[src/rtl/fp_mul_result_stage.sv]
// fp_mul_result_stage: two-register post-processing stage behind the
// single-precision multiplier. It resolves specials, over/underflow and flags.
// Ports: clk, reset (sync, active-high)
//        in_valid/in_ready, dataA, dataB, dataR (raw product) -> S1
//        out_valid/out_ready, result, flag_invalid/overflow/underflow <- S2
module fp_mul_result_stage #(
  parameter int          EXP_BIAS  = 127,
  parameter logic [31:0] NAN_VALUE = 32'h7FC00000
) (
  input  logic        clk,
  input  logic        reset,
  input  logic        in_valid,
  output logic        in_ready,
  input  logic [31:0] dataA,
  input  logic [31:0] dataB,
  input  logic [31:0] dataR,
  output logic        out_valid,
  input  logic        out_ready,
  output logic [31:0] result,
  output logic        flag_invalid,
  output logic        flag_overflow,
  output logic        flag_underflow
);

  localparam logic [9:0] BIAS = 10'(EXP_BIAS);

  typedef struct packed {
    logic [31:0] a;
    logic [31:0] b;
    logic [31:0] r;
    logic [9:0]  sum;
  } s1_t;

  typedef struct packed {
    logic [31:0] res;
    logic        inv;
    logic        ovf;
    logic        unf;
  } s2_t;

  s1_t  s1_q, s1_d;
  s2_t  s2_q, s2_d;
  logic s1_vld, s2_vld;
  logic s2_load;

  // S2 takes a new item when empty or being drained this cycle;
  // S1 can refill in the same cycle it hands its item on.
  assign s2_load  = !s2_vld || out_ready;
  assign in_ready = !s1_vld || s2_load;

  always_comb begin
    s1_d.a   = dataA;
    s1_d.b   = dataB;
    s1_d.r   = dataR;
    s1_d.sum = {2'b00, dataA[30:23]}
             + {2'b00, dataB[30:23]}
             - BIAS;
  end

  logic [7:0] ea, eb, carry;
  logic [9:0] e;
  logic       za, zb, ia, ib, na, nb;
  logic       sgn;

  always_comb begin
    ea  = s1_q.a[30:23];
    eb  = s1_q.b[30:23];
    za  = (ea == 8'h00);
    zb  = (eb == 8'h00);
    ia  = (ea == 8'hFF) && (s1_q.a[22:0] == 23'h0);
    ib  = (eb == 8'hFF) && (s1_q.b[22:0] == 23'h0);
    na  = (ea == 8'hFF) && (s1_q.a[22:0] != 23'h0);
    nb  = (eb == 8'hFF) && (s1_q.b[22:0] != 23'h0);
    sgn = s1_q.a[31] ^ s1_q.b[31];
    // The multiplier's exponent already includes its normalisation
    // bump; recover that bump from the low bits of the unbiased sum.
    carry = s1_q.r[30:23] - s1_q.sum[7:0];
    e     = s1_q.sum + {2'b00, carry};
    s2_d  = '0;
    priority case (1'b1)
      na || nb: begin
        s2_d.res = NAN_VALUE;
      end
      (ia && zb) || (za && ib): begin
        s2_d.res = NAN_VALUE;
        s2_d.inv = 1'b1;
      end
      ia || ib: begin
        s2_d.res = {sgn, 8'hFF, 23'h0};
      end
      za || zb: begin
        s2_d.res = {sgn, 31'h0};
      end
      $signed(e) >= 10'sd255: begin
        s2_d.res = {sgn, 8'hFF, 23'h0};
        s2_d.ovf = 1'b1;
      end
      $signed(e) <= 10'sd0: begin
        s2_d.res = {sgn, 31'h0};
        s2_d.unf = 1'b1;
      end
      default: begin
        s2_d.res = s1_q.r;
      end
    endcase
  end

  always_ff @(posedge clk) begin
    if (reset) begin
      s1_vld <= 1'b0;
      s2_vld <= 1'b0;
      s1_q   <= '0;
      s2_q   <= '0;
    end else begin
      if (in_ready) begin
        s1_vld <= in_valid;
        if (in_valid) s1_q <= s1_d;
      end
      if (s2_load) begin
        s2_vld <= s1_vld;
        if (s1_vld) s2_q <= s2_d;
      end
    end
  end

  // Flag registers keep the last item after a drain; mask them so
  // they only ever describe the result currently on offer.
  assign out_valid      = s2_vld;
  assign result         = s2_q.res;
  assign flag_invalid   = s2_q.inv & s2_vld;
  assign flag_overflow  = s2_q.ovf & s2_vld;
  assign flag_underflow = s2_q.unf & s2_vld;

endmodule

[config.mk]
export PLATFORM = sky130hd
export DESIGN_NAME = fp_mul_result_stage
export DESIGN_NICKNAME = d
export VERILOG_FILES = /design/src/rtl/fp_mul_result_stage.sv
export SDC_FILE = /design/constraint.sdc
export NUM_CORES = 1
export LEC_CHECK = 0
export CAP_MARGIN = 30
export CELL_PAD_IN_SITES_DETAIL_PLACEMENT = 1
export CELL_PAD_IN_SITES_GLOBAL_PLACEMENT = 2
export CORE_ASPECT_RATIO = 1.5
export CORE_UTILIZATION = 27
export CTS_CLUSTER_DIAMETER = 50
export DETAILED_ROUTE_END_ITERATION = 10
export PLACE_DENSITY = 0.87
export SETUP_SLACK_MARGIN = 0.05
export SYNTH_ARGS = -nofsm -noshare
export SYNTH_HDL_FRONTEND = slang
export SYNTH_SLANG_ARGS = --single-unit
export TNS_END_PERCENT = 30
[constraint.sdc]
create_clock -name clk -period 3.6 [get_ports clk]
set_input_delay 0.72 -clock clk [delete_from_list [all_inputs] [get_ports clk]]
set_output_delay 0.72 -clock clk [all_outputs]
set_load 0.01 [all_outputs]
# Word level (Yosys, flattened, before mapping)
# Index checks and enable logic that the tools add are counted.
[classes]
add_sub_neg = 4
reduce_logical = 22
n_mux = 19
bitwise = 4
n_lt_le_gt_ge = 2
n_eq_ne = 2
[ops]
columns = ["operator", "count"]
rows = [
  ["2-to-1 mux 32 bit", 6],
  ["zero test 23 bit", 2],
  ["nonzero test 23 bit", 2],
  ["== test 8 bit (second input constant)", 2],
  ["zero test 8 bit", 2],
  ["2-to-1 mux 1 bit", 13],
  ["adder 10 x 8 -> 10 bit", 1],
  ["greater-or-equal comparator 10 x 9 -> 1 bit (second input constant)", 1],
  ["less-or-equal comparator 10 x 1 -> 1 bit (second input constant)", 1],
  ["subtractor 9 x 7 -> 10 bit (second input constant)", 1],
  ["adder 8 x 8 -> 9 bit", 1],
  ["subtractor 8 bit", 1],
  ["logical AND 1 bit", 6],
  ["logical OR 1 bit", 6],
  ["AND reduction 2 bit", 2],
  ["bitwise AND 1 bit", 3],
  ["zero test 1 bit", 2],
  ["bitwise XOR 1 bit", 1],
]
[word_totals]
elab_cells = 63
inputBits = 100
out_inout_bits = 37
ff_bits = 143

# Longest topological paths before layout
# Gate-level depths: netlist of run 1.
[logic_depth]
ltp_word = 9
depth_mapped = 19
mapped_depth_nobuf = 17

# Worst setup path before layout of run 1
# No wires, ideal clock.
[synth_path]
path_kind = "register to register"
startpoint = "register s1_q[0] in the netlist's numbering"
endpoint = "register s2_q, in the netlist result[10]"
arrival_time_ps = 3655
stages_incl_launch_ff = 18
n_path_buf = 2
required_time_ps = 3483
slack_ps = -172
setup_time_ps = 117
path_cell_list = "dfxtp_1 -> ha_1 -> inv_1 -> fa_1 -> a21o_1 -> a21oi_1 -> o21bai_1 -> a21oi_1 -> xnor2_1 -> ha_1 -> buf_2 -> nor3b_1 -> a211oi_1 -> nor3b_2 -> a31oi_4 -> and3b_4 -> buf_6 -> a22o_1"
[synth_between]
elab_chain_len = 9
[synth_lines]
columns = ["element", "line", "rtl"]
rows = [
  ["from (decl)", "41", "s1_t s1_q, s1_d;"],
  ["from (signal assigned)", "112", "s1_q <= '0;"],
  ["from (signal assigned)", "117", "if (in_valid) s1_q <= s1_d;"],
  ["subtractor 8 bit", "77", "carry = s1_q.r[30:23] - s1_q.sum[7:0];"],
  ["adder 10 x 8 -> 10 bit *", "78", "e = s1_q.sum + {2'b00, carry};"],
  ["less-or-equal comparator 10 x 1 -> 1 bit", "98", "$signed(e) <= 10'sd0: begin"],
  ["2-to-1 mux 32 bit", "80", "priority case (1'b1)"],
  ["2-to-1 mux 32 bit * (5 in series)", "80", ""],
  ["to (signal assigned)", "113", "s2_q <= '0;"],
  ["to (signal assigned)", "121", "if (s1_vld) s2_q <= s2_d;"],
  ["to (decl)", "42", "s2_t s2_q, s2_d;"],
]
# Mark *: on every way between the ends. The rest lies on a longest branch, timed or not.
# A chain may end at the register's enable or synchronous reset.

# Worst setup path in the final report of run 1
[layout_path]
startpoint = "register s1_q[33] in the netlist's numbering"
endpoint = "register s2_q, in the netlist result[7]"
[layout_between]
elab_chain_len = 9
[layout_lines]
columns = ["element", "line"]
rows = [
  ["subtractor 8 bit *", "77"],
  ["adder 10 x 8 -> 10 bit *", "78"],
  ["less-or-equal comparator 10 x 1 -> 1 bit", "98"],
  ["2-to-1 mux 32 bit", "80"],
  ["2-to-1 mux 32 bit * (5 in series)", "80"],
]
# Marks and branches as above.

==> results of run 1 <==
[repair_timing]
action / 4_1_cts / 5_1_grt
hold buffers: 0 / 0
buffers inserted: 14 / 8
endpoints found under the setup margin: 32 / 34
cloned: 3 / 0
pin swaps: 34 / 28
resized for setup: 32 / 27
[flip-flops by register name, indices dropped and copies added (netlist names)]
signal,flops
ea,8
eb,8
out_valid,1
result,32
s1_q,90
s1_vld,1
s2_q,3
[worst reg2reg max path: cells and delay by family, from the launching register on]
| family | cells | cell delay (ns) |
|---|---|---|
| adder cells (fa/ha/maj) | 3 | 0.73 |
| XOR/XNOR | 1 | 0.16 |
| AO/OA/AOI/OAI | 8 | 1.54 |
| flip-flops | 1 | 0.33 |
| AND/OR/NAND/NOR | 1 | 0.29 |
| buffers and inverters | 5 | 0.59 |
[cell families after synthesis]
logic type / after synthesis
and+or+nand+nor: 316
AOI/OAI and AO/OA: 188
DFF: 143
buffers and inverters: 97
adders and majority gates: 33
xor gates and xnor gates: 19
muxes: 1
[worst paths after layout]
kind / cells after the start / slack (ns) / start / to
min: 2 / 0.45 / s1_q[14]$_SDFFE_PP0P_ / s1_q[14]$_SDFFE_PP0P_
max: 18 / -0.16 / s1_q[33]$_SDFFE_PP0P_ / result[7]$_SDFFE_PP0P_
max reg2reg: 18 / -0.16 / s1_q[33]$_SDFFE_PP0P_ / result[7]$_SDFFE_PP0P_
min reg2reg: 2 / 0.45 / s1_q[14]$_SDFFE_PP0P_ / s1_q[14]$_SDFFE_PP0P_
[power by group through the flow]
| stage | combinational (mW) | sequential [mW] | clock [mW] |
|---|---|---|---|
| global placement | 1.06 | 1.76 | 0 |
| global route | 1.65 | 1.75 | 1.87 |
| floorplan | 0.743 | 1.75 | 0 |
| finish | 1.54 | 1.74 | 1.75 |
| detailed placement | 1.09 | 1.77 | 0 |
| CTS | 1.33 | 1.74 | 1.80 |
[stage by stage]
step / total power, mW / TNS (ns) / setup WS [ns]
2_1_floorplan: 2.49 / 0 / 0.0650
3_3_place_gp: 2.83 / -0.653 / -0.0316
3_5_place_dp: 2.86 / -4.98 / -0.191
4_1_cts: 4.87 / -0.798 / -0.0558
5_1_grt: 5.26 / -8.52 / -0.319
6_report: 5.02 / -3.29 / -0.163
[cells in the final DEF, fill, tap and decap left out, types with 6 or more instances in the layout]
master	n
nor4_1	12
nor2_1	26
ha_1	25
buf_4	38
a21o_1	7
inv_1	17
nand4_1	9
clkbuf_16	17
nand2_1	220
dfxtp_1	140
clkdlybuf4s50_1	135
a211oi_2	11
nand2b_1	6
a21oi_1	114
a22o_1	22
nor3_1	6
xor2_1	8
[per-layer routing]
metal  GRT usage [%]  vias to the layer above  part of all wire (%)
met4            7.06                        0                   2.7
met5               0                        -                     0
met2            32.1                      118                    55
met1            17.2                     2870                    38
met3            3.91                       31                   3.9
li1                -                     2935                     -
[layout make-up]
class / count / area (um2) / area share [%]
Sequential cell: 143 / 2870 / 31.1
Inverter: 21 / 78.8 / 0.856
Tap cell: 319 / 399 / 4.33
Multi-Input combinational cell: 560 / 3520 / 38.3
Clock buffer: 20 / 447 / 4.85
Clock inverter: 12 / 136 / 1.48
Timing Repair Buffer: 181 / 1760 / 19.1
==> summary.txt, run 1 <==
Critical path
  – Kind of critical path: register to register
  – Worst Path Buf+Inv: 5
  – Worst EP arrival: 4.07 ns
  – Critical path's largest stage delay: 0.36 ns
  – CP endpoint kind: register
  – Crit-path leading delay family: compound AO/OA/AOI/OAI gates
  – CP Data Required Time: 3.91 ns
  – Crit-path cells: inv_2, ha_4, inv_2, fa_2, a21o_1, a21oi_2, o21bai_1, a21oi_2, xnor2_2, ha_4, buf_6, a2111oi_4, a211oi_2, buf_4, o31ai_4, buf_6, and3b_2, a22o_1
  – Slowest library cell on the worst path: a2111oi_4
  – Worst setup SP type: register
  – CP max FO: 7

Final layout
  – Syn-to-layout area delta: 40.9%
  – Fillers: 2787
  – Fin nets: 1057
  – Layout Cells excl Fill: 1256
  – Share of cells above drive strength 1: 14.9%
  – Post-route cell area: 9210 um2
  – Inserted Diodes: 0
  – Final core occ: 38.8%

Logic synthesis
  – XOR/XNOR share of the synthesized area: 2.55%
  – Syn Std Cell Area: 6540 um2
  – Predominant post-synthesis flop cell: dfxtp_1
  – Share of the synthesized area in the top cell type: 43.8%
  – Yosys top cell by area: dfxtp_1
  – Compound-gate portion of the synthesized area: 17.9%
  – Adder-Cell Fraction of Synth Area: 6.66%
  – Post-Synth Simple-Gate Area: 21.3%
  – Mux cell area share after synthesis: 0.153%
  – Asr flop ratio synth: 0%
  – Seq/Total Area, Yosys: 43.8%
  – Synth top cells by count: nand2_1 (221), dfxtp_1 (143), a21oi_1 (120)
  – Top-count cell post-synth: nand2_1
  – Top cells by area, synth: dfxtp_1 (44%), nand2_1 (13%), a21oi_1 (9.2%)
  – Number of synthesized register bits: 143
  – Ys Warns: 0
  – Post-Synthesis Cells: 797
  – Unique cell type count in the Yosys netlist: 54
  – Largest family of logic cells by synthesized area: simple AND/OR/NAND/NOR gates
  – Avg Synthesized Cell Area: 8.20 um2
  – Syn_nets: 930
  – Post-synth EDFFs: 0

Power
  – VDD IR max: 250 uV
  – Clock Power Share: 34.8%
  – Internal power: 3.47 mW
  – Sw Pwr: 1.55 mW
  – Static Leak: 3.55 nW
  – Combinational share of power: 30.6%
  – Sequential fraction of design power: 34.6%
  – Switching share of total power: 30.9%
  – Power density over the cells: 545 nW/um2

GRT
  – Total GRT Usage: 16.8%
  – Global-route wire length before repair: 31.8 mm
  – Total grt overflow: 0
  – Initial antenna violation count: 0
  – Vias in the first global route: 6189
  – Largest net degree at the start of global routing: 72

STA
  – RSZ-0062 raised after global routing: true
  – Final hold viol count: 0
  – Fmax: 266 MHz
  – Actual slew at the worst max-slew pin: 0.812 ns
  – Minimum clock period: 3.76 ns
  – Worst Skew: 0.0118 ns
  – Setup WS post-layout: -0.163 ns
  – Final setup violating endpoints: 33
  – Rel. slew slack: 45.9%
  – Post-Route Hold Slack: 0.455 ns
  – Max Transition Viols Final: 0
  – Final period util: 105%

Floorplanning
  – Ports: 137
  – Num rows: 69
  – CORE AREA: 23700 um2
  – Total Die Area: 24900 um2
  – Die width: 129 um
  – Die H: 193 um
  – Initial Util: 27.5%

Placement
  – DP Area: 8160 um2
  – Half-perimeter wire length after placement: 13.6 mm
  – IO buf count: 136
  – Placed cells: 1200
  – RePlAce Congestion: 0.809

Clocking
  – Clock sinks: 143
  – # H-tree levels: 4
  – Reg clk slew, reported paths: 0.06 ns
  – Clk_lat worst skew: 0.42 ns
  – TritonCTS clock tree: yes
  – Clock Tree Buf Depth: 2
  – CTS Root Cell: clkbuf_16
  – CTS buffer count: 17

Route
  – WL/cell: 16.4 um
  – Antenna Nets Post-Route: 0
  – DRT Pass-1 Iters: 4
  – # DRC: 0
  – Initial DRC count: 182
  – Final WL: 20.5 mm
  – Vias/cell: 4.74
  – Via count of the routed design: 5954

Hold path
  – Hold WC Path Type: register to register

Status
  – Failing checks: setup timing
  – Status: finished with violations

Job
  – Max-cap violations: 0
No activity file was read; power rests on OpenSTA's default activity.
==> inputs of run 2 (changes only) <==
- CELL_PAD_IN_SITES_GLOBAL_PLACEMENT: 2 -> 1
- CORE_UTILIZATION: 27 -> 34
==> run 2 against run 1 <==
  * The flow still finishes with violations (setup timing)
  * Maximum frequency is 0.33% lower
  * Combinational power down 5%
  * Clock skew fell by 0.0035 ns
  * Global-route usage rose by 4.3 points
  * Setup slack lost 0.012 ns
  * Critical endpoint is now result[8]$_SDFFE_PP0P_
  * Largest power group unchanged
==> summary.txt, run 2 (same netlist as run 1, synthesis figures left out) <==
Final layout
  – Register area: 2870 um2 (about the same)
  – Syn-to-layout area delta: 38.5% (was 40.9%)
  – Most frequent cells in the layout: nand2_1 (220), dfxtp_1 (139), clkdlybuf4s50_1 (135) (was nand2_1 (220), dfxtp_1 (140), clkdlybuf4s50_1 (135))
  – Max FFs per register: 90 (unchanged)
  – Inserted Diodes: 0 (unchanged)
  – Fillers: 2160 (was 2787)
  – Leading cell type in the layout, fill and taps excluded: nand2_1 (unchanged)
  – Layout Cells excl Fill: 1183 (was 1256)
  – Area of the multi-input gates: 3500 um2 (was 3520 um2)
  – Biggest register: s1_q (unchanged)
  – Share of cells above drive strength 1: 14.0% (was 14.9%)
  – Fin nets: 1051 (was 1057)

STA
  – Rel. slew slack: 62.0% (was 45.9%)
  – Setup WS post-layout: -0.175 ns (was -0.163 ns)
  – Actual slew at the worst max-slew pin: 0.569 ns (was 0.812 ns)
  – Fmax: 265 MHz (was 266 MHz)
  – RSZ-0062 raised after global routing: true (unchanged)
  – Final hold viol count: 0 (unchanged)
  – Final setup violating endpoints: 31 (was 33)
  – Worst Skew: 0.00835 ns (was 0.0118 ns)
  – Setup TNS: -4.53 ns (was -3.29 ns)
  – Final period util: 105% (about the same)
  – Max Transition Viols Final: 0 (unchanged)
  – Minimum clock period: 3.78 ns (was 3.76 ns)

Placement
  – RePlAce Congestion: 0.814 (was 0.809)
  – Half-perimeter wire length after placement: 13.7 mm (was 13.6 mm)
  – Placed cells: 1129 (was 1200)
  – Dpl ws: -0.180 ns (was -0.191 ns)
  – IO buf count: 136 (unchanged)

GRT
  – Global-route wire length before repair: 31.6 mm (was 31.8 mm)
  – Initial antenna violation count: 0 (unchanged)
  – Total grt overflow: 0 (unchanged)
  – Total GRT Usage: 21.1% (was 16.8%)
  – Largest net degree at the start of global routing: 52 (was 72)
  – Vias in the first global route: 6391 (was 6189)

Clocking
  – Clock Tree Buf Depth: 2 (unchanged)
  – TritonCTS clock tree: yes (unchanged)
  – CTS buffer count: 17 (unchanged)
  – # H-tree levels: 4 (unchanged)
  – Clk_lat worst skew: 0.43 ns (was 0.42 ns)
  – Clock sinks: 143 (unchanged)
  – Reg clk slew, reported paths: 0.06 ns (about the same)
  – CTS Root Cell: clkbuf_16 (unchanged)

Critical path
  – CP endpoint kind: register (unchanged)
  – Worst EP arrival: 4.14 ns (was 4.07 ns)
  – Worst setup SP type: register (unchanged)
  – Kind of critical path: register to register (unchanged)
  – CP max FO: 7 (unchanged)
  – CP Data Required Time: 3.97 ns (was 3.91 ns)

Floorplanning
  – Ports: 137 (unchanged)
  – Die H: 172 um (was 193 um)
  – Initial Util: 35.0% (was 27.5%)
  – Total Die Area: 19800 um2 (was 24900 um2)
  – Num rows: 61 (was 69)
  – Die width: 115 um (was 129 um)
  – CORE AREA: 18700 um2 (was 23700 um2)

Status
  – Status: finished with violations (unchanged)
  – Failing checks: setup timing (unchanged)

Power
  – Final Total Pwr: 5.03 mW (was 5.02 mW)
  – VDD IR max: 308 uV (was 250 uV)
  – Power density over the cells: 555 nW/um2 (was 545 nW/um2)
  – Static Leak: 3.52 nW (was 3.55 nW)

Hold path
  – Hold WC Path Type: register to register (unchanged)

Route
  – Final WL: 20.9 mm (was 20.5 mm)
  – WL/cell: 17.7 um (was 16.4 um)
  – Via count of the routed design: 6081 (was 5954)
  – Vias/cell: 5.14 (was 4.74)
  – # DRC: 0 (unchanged)
  – DRT Pass-1 Iters: 4 (unchanged)
  – Antenna Nets Post-Route: 0 (unchanged)
  – Initial DRC count: 256 (was 182)

Job
  – Max-cap violations: 0 (unchanged)
## run 2: per-stage QoR
stage | area, um2 | hold WS [ns] | util, %
final | 9050 | 0.455 | 48.4
after global routing | 9050 | 0.476 | 48.4
after CTS | 8930 | 0.458 | 47.8
after detailed placement | 8020 | 0.449 | 42.9
after global placement | 8020 | 0.442 | 42.9
after floorplan | 6600 | 0.434 | -
## run 2: layout make-up
class	count	share of cell area (%)
Clock inverter	11	1.73
Inverter	21	0.871
Timing Repair Buffer	175	18.6
Tap cell	252	3.48
Sequential cell	143	31.7
Clock buffer	21	4.98
Multi-Input combinational cell	560	38.6
## run 2: routing by layer
| metal | vias to the layer above | wire, um | global-route usage, % |
|---|---|---|---|
| li1 | 2927 | - | - |
| met1 | 2960 | 7800 | 20.5 |
| met2 | 153 | 11700 | 41.3 |
| met3 | 41 | 720 | 3.81 |
| met4 | 0 | 664 | 10.9 |
| met5 | - | 0 | 0 |
## run 2: worst max-delay path, cell delays in order (launching register included)
cell and delay (ns):
dfxtp_2 0.33, inv_2 0.07, ha_4 0.13, inv_2 0.04, fa_2 0.33, a21o_1 0.20
a21oi_2 0.16, o21bai_1 0.11, a21oi_1 0.19, xnor2_1 0.13, ha_4 0.34, buf_6 0.11
nand4_1 0.11, a211oi_2 0.25, nor3_2 0.09, xor2_2 0.15, buf_6 0.14, a31oi_4 0.29
and3b_2 0.35, a22o_1 0.16
## run 2: report_power, final
group          switching (mW)  internal [mW]
combinational           0.765          0.704
sequential             0.0664           1.67
clock                   0.700           1.12
total                    1.53           3.49
## run 2: path summary, 6_finish.rpt
| path | from | endpoint | slack, ns | cells past startpoint |
|---|---|---|---|---|
| worst max-delay path | s1_q[33]$_SDFFE_PP0P_ | result[8]$_SDFFE_PP0P_ | -0.18 | 19 |
| worst min-delay path | s1_q[56]$_SDFFE_PP0P_ | s1_q[56]$_SDFFE_PP0P_ | 0.45 | 2 |
| worst max register to register | s1_q[33]$_SDFFE_PP0P_ | result[8]$_SDFFE_PP0P_ | -0.18 | 19 |
| worst min register to register | s1_q[56]$_SDFFE_PP0P_ | s1_q[56]$_SDFFE_PP0P_ | 0.45 | 2 |
## run 2: repair_timing
| item | CTS | global route |
|---|---|---|
| pin swaps | 46 | 38 |
| gates resized for setup | 37 | 18 |
| setup buffers | 15 | 4 |
| cloned | 3 | 0 |
| hold buffers | 0 | 0 |
| setup endpoints to repair | 33 | 34 |
==> inputs of run 3 (changes only) <==
- CORE_UTILIZATION: 34 -> 42
- DONT_BUFFER_PORTS: default -> 1
- PLACE_DENSITY: 0.87 -> 0.86
- REMOVE_ABC_BUFFERS: default -> 1
==> run 3 against run 2 <==
  * The flow still finishes with violations (setup timing)
  * First-iteration DRC count down 3.1%
  * Core utilization up 2.3 points
  * Sequential share of layout area up 5.7 points
  * Sequential cell count unchanged
  * Clock power down 8%
  * Worst hold slack worse by 0.10 ns
  * Count of clock-buffer cells in the layout down 3
  * Global-route usage up 2.8 points
  * Critical endpoint is now result[25]$_SDFFE_PP0P_
  * Highest routed layer unchanged
==> summary.txt, run 3 (same netlist as run 1, synthesis figures left out) <==
Power
  – Final Total Pwr: 4.89 mW (was 5.03 mW)
  – VDD IR max: 332 uV (was 308 uV)
  – Static Leak: 3.06 nW (was 3.52 nW)
  – Power density over the cells: 637 nW/um2 (was 555 nW/um2)

Final layout
  – Leading cell type in the layout, fill and taps excluded: nand2_1 (unchanged)
  – Post-route cell area: 7680 um2 (was 9050 um2)
  – Fin nets: 931 (was 1051)
  – Share of cells above drive strength 1: 17.9% (was 14.0%)
  – Most frequent cells in the layout: nand2_1 (220), dfxtp_1 (140), a21oi_1 (113) (was nand2_1 (220), dfxtp_1 (139), clkdlybuf4s50_1 (135))
  – Syn-to-layout area delta: 17.5% (was 38.5%)
  – Inserted Diodes: 0 (unchanged)
  – Fillers: 1773 (was 2160)
  – Biggest register: s1_q (unchanged)
  – Layout Cells excl Fill: 1010 (was 1183)
  – Max FFs per register: 90 (unchanged)

GRT
  – Total GRT Usage: 23.9% (was 21.1%)
  – Total grt overflow: 0 (unchanged)
  – Global-route wire length before repair: 30.1 mm (was 31.6 mm)
  – Initial antenna violation count: 0 (unchanged)
  – Vias in the first global route: 5999 (was 6391)
  – Largest net degree at the start of global routing: 125 (was 52)

Route
  – Via count of the routed design: 5743 (was 6081)
  – Vias/cell: 5.69 (was 5.14)
  – WL/cell: 20.6 um (was 17.7 um)
  – DRT Pass-1 Iters: 4 (unchanged)
  – Initial DRC count: 248 (was 256)
  – Final WL: 20.8 mm (was 20.9 mm)
  – # DRC: 0 (unchanged)
  – Antenna Nets Post-Route: 0 (unchanged)

STA
  – Minimum clock period: 3.90 ns (was 3.78 ns)
  – Rel. slew slack: 52.3% (was 62.0%)
  – Final hold viol count: 0 (unchanged)
  – Fmax: 256 MHz (was 265 MHz)
  – Actual slew at the worst max-slew pin: 0.716 ns (was 0.569 ns)
  – Post-Route Hold Slack: 0.352 ns (was 0.455 ns)
  – Final period util: 108% (was 105%)
  – Max Transition Viols Final: 0 (unchanged)
  – Final setup violating endpoints: 34 (was 31)
  – RSZ-0062 raised after global routing: true (unchanged)
  – Worst Skew: 0.0131 ns (was 0.00835 ns)
  – Setup WS post-layout: -0.302 ns (was -0.175 ns)

Hold path
  – Hold Path Cell Cnt: 1 (was 2)
  – Hold_sp: reset (was s1_q[56]$_SDFFE_PP0P_)
  – Sink of the worst hold path: s1_q[12]$_SDFFE_PP0P_ (was s1_q[56]$_SDFFE_PP0P_)
  – Hold WC Path Type: input port to register (was register to register)

Clocking
  – Clock sinks: 143 (unchanged)
  – TritonCTS clock tree: yes (unchanged)
  – # H-tree levels: 4 (unchanged)
  – CTS buffer count: 17 (unchanged)
  – Hold-fix buffers at CTS: 0 (unchanged)
  – Clk_lat worst skew: 0.44 ns (was 0.43 ns)
  – Reg clk slew, reported paths: 0.07 ns (was 0.06 ns)
  – CTS Root Cell: clkbuf_16 (unchanged)
  – Clock Tree Buf Depth: 2 (unchanged)

Critical path
  – FF-to-FF Start: s1_q[33]$_SDFFE_PP0P_ (unchanged)
  – RR Endpoint: result[25]$_SDFFE_PP0P_ (was result[8]$_SDFFE_PP0P_)
  – Worst setup SP type: register (unchanged)
  – Kind of critical path: register to register (unchanged)
  – CP endpoint kind: register (unchanged)
  – CP max FO: 8 (was 7)
  – Reg-to-reg slack, setup: -0.30 ns (was -0.18 ns)
  – CP Data Required Time: 3.96 ns (was 3.97 ns)
  – FF-to-FF path depth: 19 (unchanged)
  – Worst EP arrival: 4.26 ns (was 4.14 ns)

Floorplanning
  – Initial Util: 43.2% (was 35.0%)
  – Num rows: 55 (was 61)
  – Die width: 104 um (was 115 um)
  – CORE AREA: 15100 um2 (was 18700 um2)
  – Die H: 155 um (was 172 um)
  – Total Die Area: 16100 um2 (was 19800 um2)
  – Ports: 137 (unchanged)

Placement
  – Placed cells: 955 (was 1129)
  – Half-perimeter wire length after placement: 12.2 mm (was 13.7 mm)
  – IO buf count: 0 (was 136)
  – DP Area: 6670 um2 (was 8020 um2)
  – RePlAce Congestion: 0.838 (was 0.814)

Job
  – Max-cap violations: 0 (unchanged)

Status
  – Failing checks: setup timing (unchanged)
  – Status: finished with violations (unchanged)
==> run 3: per-stage QoR <==
stage	TNS, ns	util, %	worst slack [ns]
2_1_floorplan	-3.03	-	-0.110
3_3_place_gp	-2.14	44.0	-0.0896
3_5_place_dp	-8.30	44.0	-0.316
4_1_cts	-2.53	49.3	-0.114
5_1_grt	-10.38	50.7	-0.397
6_report	-7.80	50.7	-0.302
==> run 3: power by group <==
part	switching, mW	internal (mW)
clock	0.762	0.920
sequential	0.0756	1.67
combinational	0.785	0.678
==> run 3: critical path, cell delays in order (launching register included) <==
cell and delay (ns):
dfxtp_2 0.32, inv_2 0.07, ha_4 0.13, inv_4 0.03, fa_2 0.33, a21o_1 0.20
a21oi_2 0.17, o21bai_1 0.11, a21oi_2 0.16, xnor2_1 0.18, ha_4 0.28, buf_6 0.14
and4_1 0.19, a22oi_1 0.29, buf_4 0.19, xor2_1 0.30, and2_1 0.28, a21oi_2 0.10
buf_6 0.15, a211oi_2 0.20
==> run 3: repair_timing <==
action,4_1_cts,5_1_grt
setup buffers,11,9
gates resized for setup,38,26
endpoints found under the setup margin,34,34
pin swaps,41,25
cloned,3,0
==> run 3: layout make-up <==
type / count / area, um2 / area share (%)
clock inverter: 14 / 124 / 1.61
sequential: 143 / 2870 / 37.4
timing repair buffer: 55 / 460 / 6.00
tap: 199 / 249 / 3.24
multi-input combinational: 560 / 3460 / 45.0
inverter: 21 / 81.3 / 1.06
clock buffer: 18 / 439 / 5.72
==> run 3: worst max path at each step <==
stage,cells after the start,from,slack (ns),endpoint
after floorplan,16,s1_q[0]$_SDFFE_PP0P_,-0.11,result[0]$_SDFFE_PP0P_
after global placement,17,s1_q[33]$_SDFFE_PP0P_,-0.09,result[18]$_SDFFE_PP0P_
after detailed placement,17,s1_q[33]$_SDFFE_PP0P_,-0.32,result[21]$_SDFFE_PP0P_
after CTS,19,s1_q[33]$_SDFFE_PP0P_,-0.11,result[8]$_SDFFE_PP0P_
after global routing,19,s1_q[33]$_SDFFE_PP0P_,-0.40,result[25]$_SDFFE_PP0P_
final,19,s1_q[33]$_SDFFE_PP0P_,-0.30,result[25]$_SDFFE_PP0P_
==> run 3: metal layers <==
metal  share of wire [%]  global-route usage (%)  wire length [um]
met1                  36                    23.5              7470
met2                  54                    45.5             11100
met3                 4.8                    5.48               989
met4                 5.8                    13.5              1210
met5                   0                       0                 0
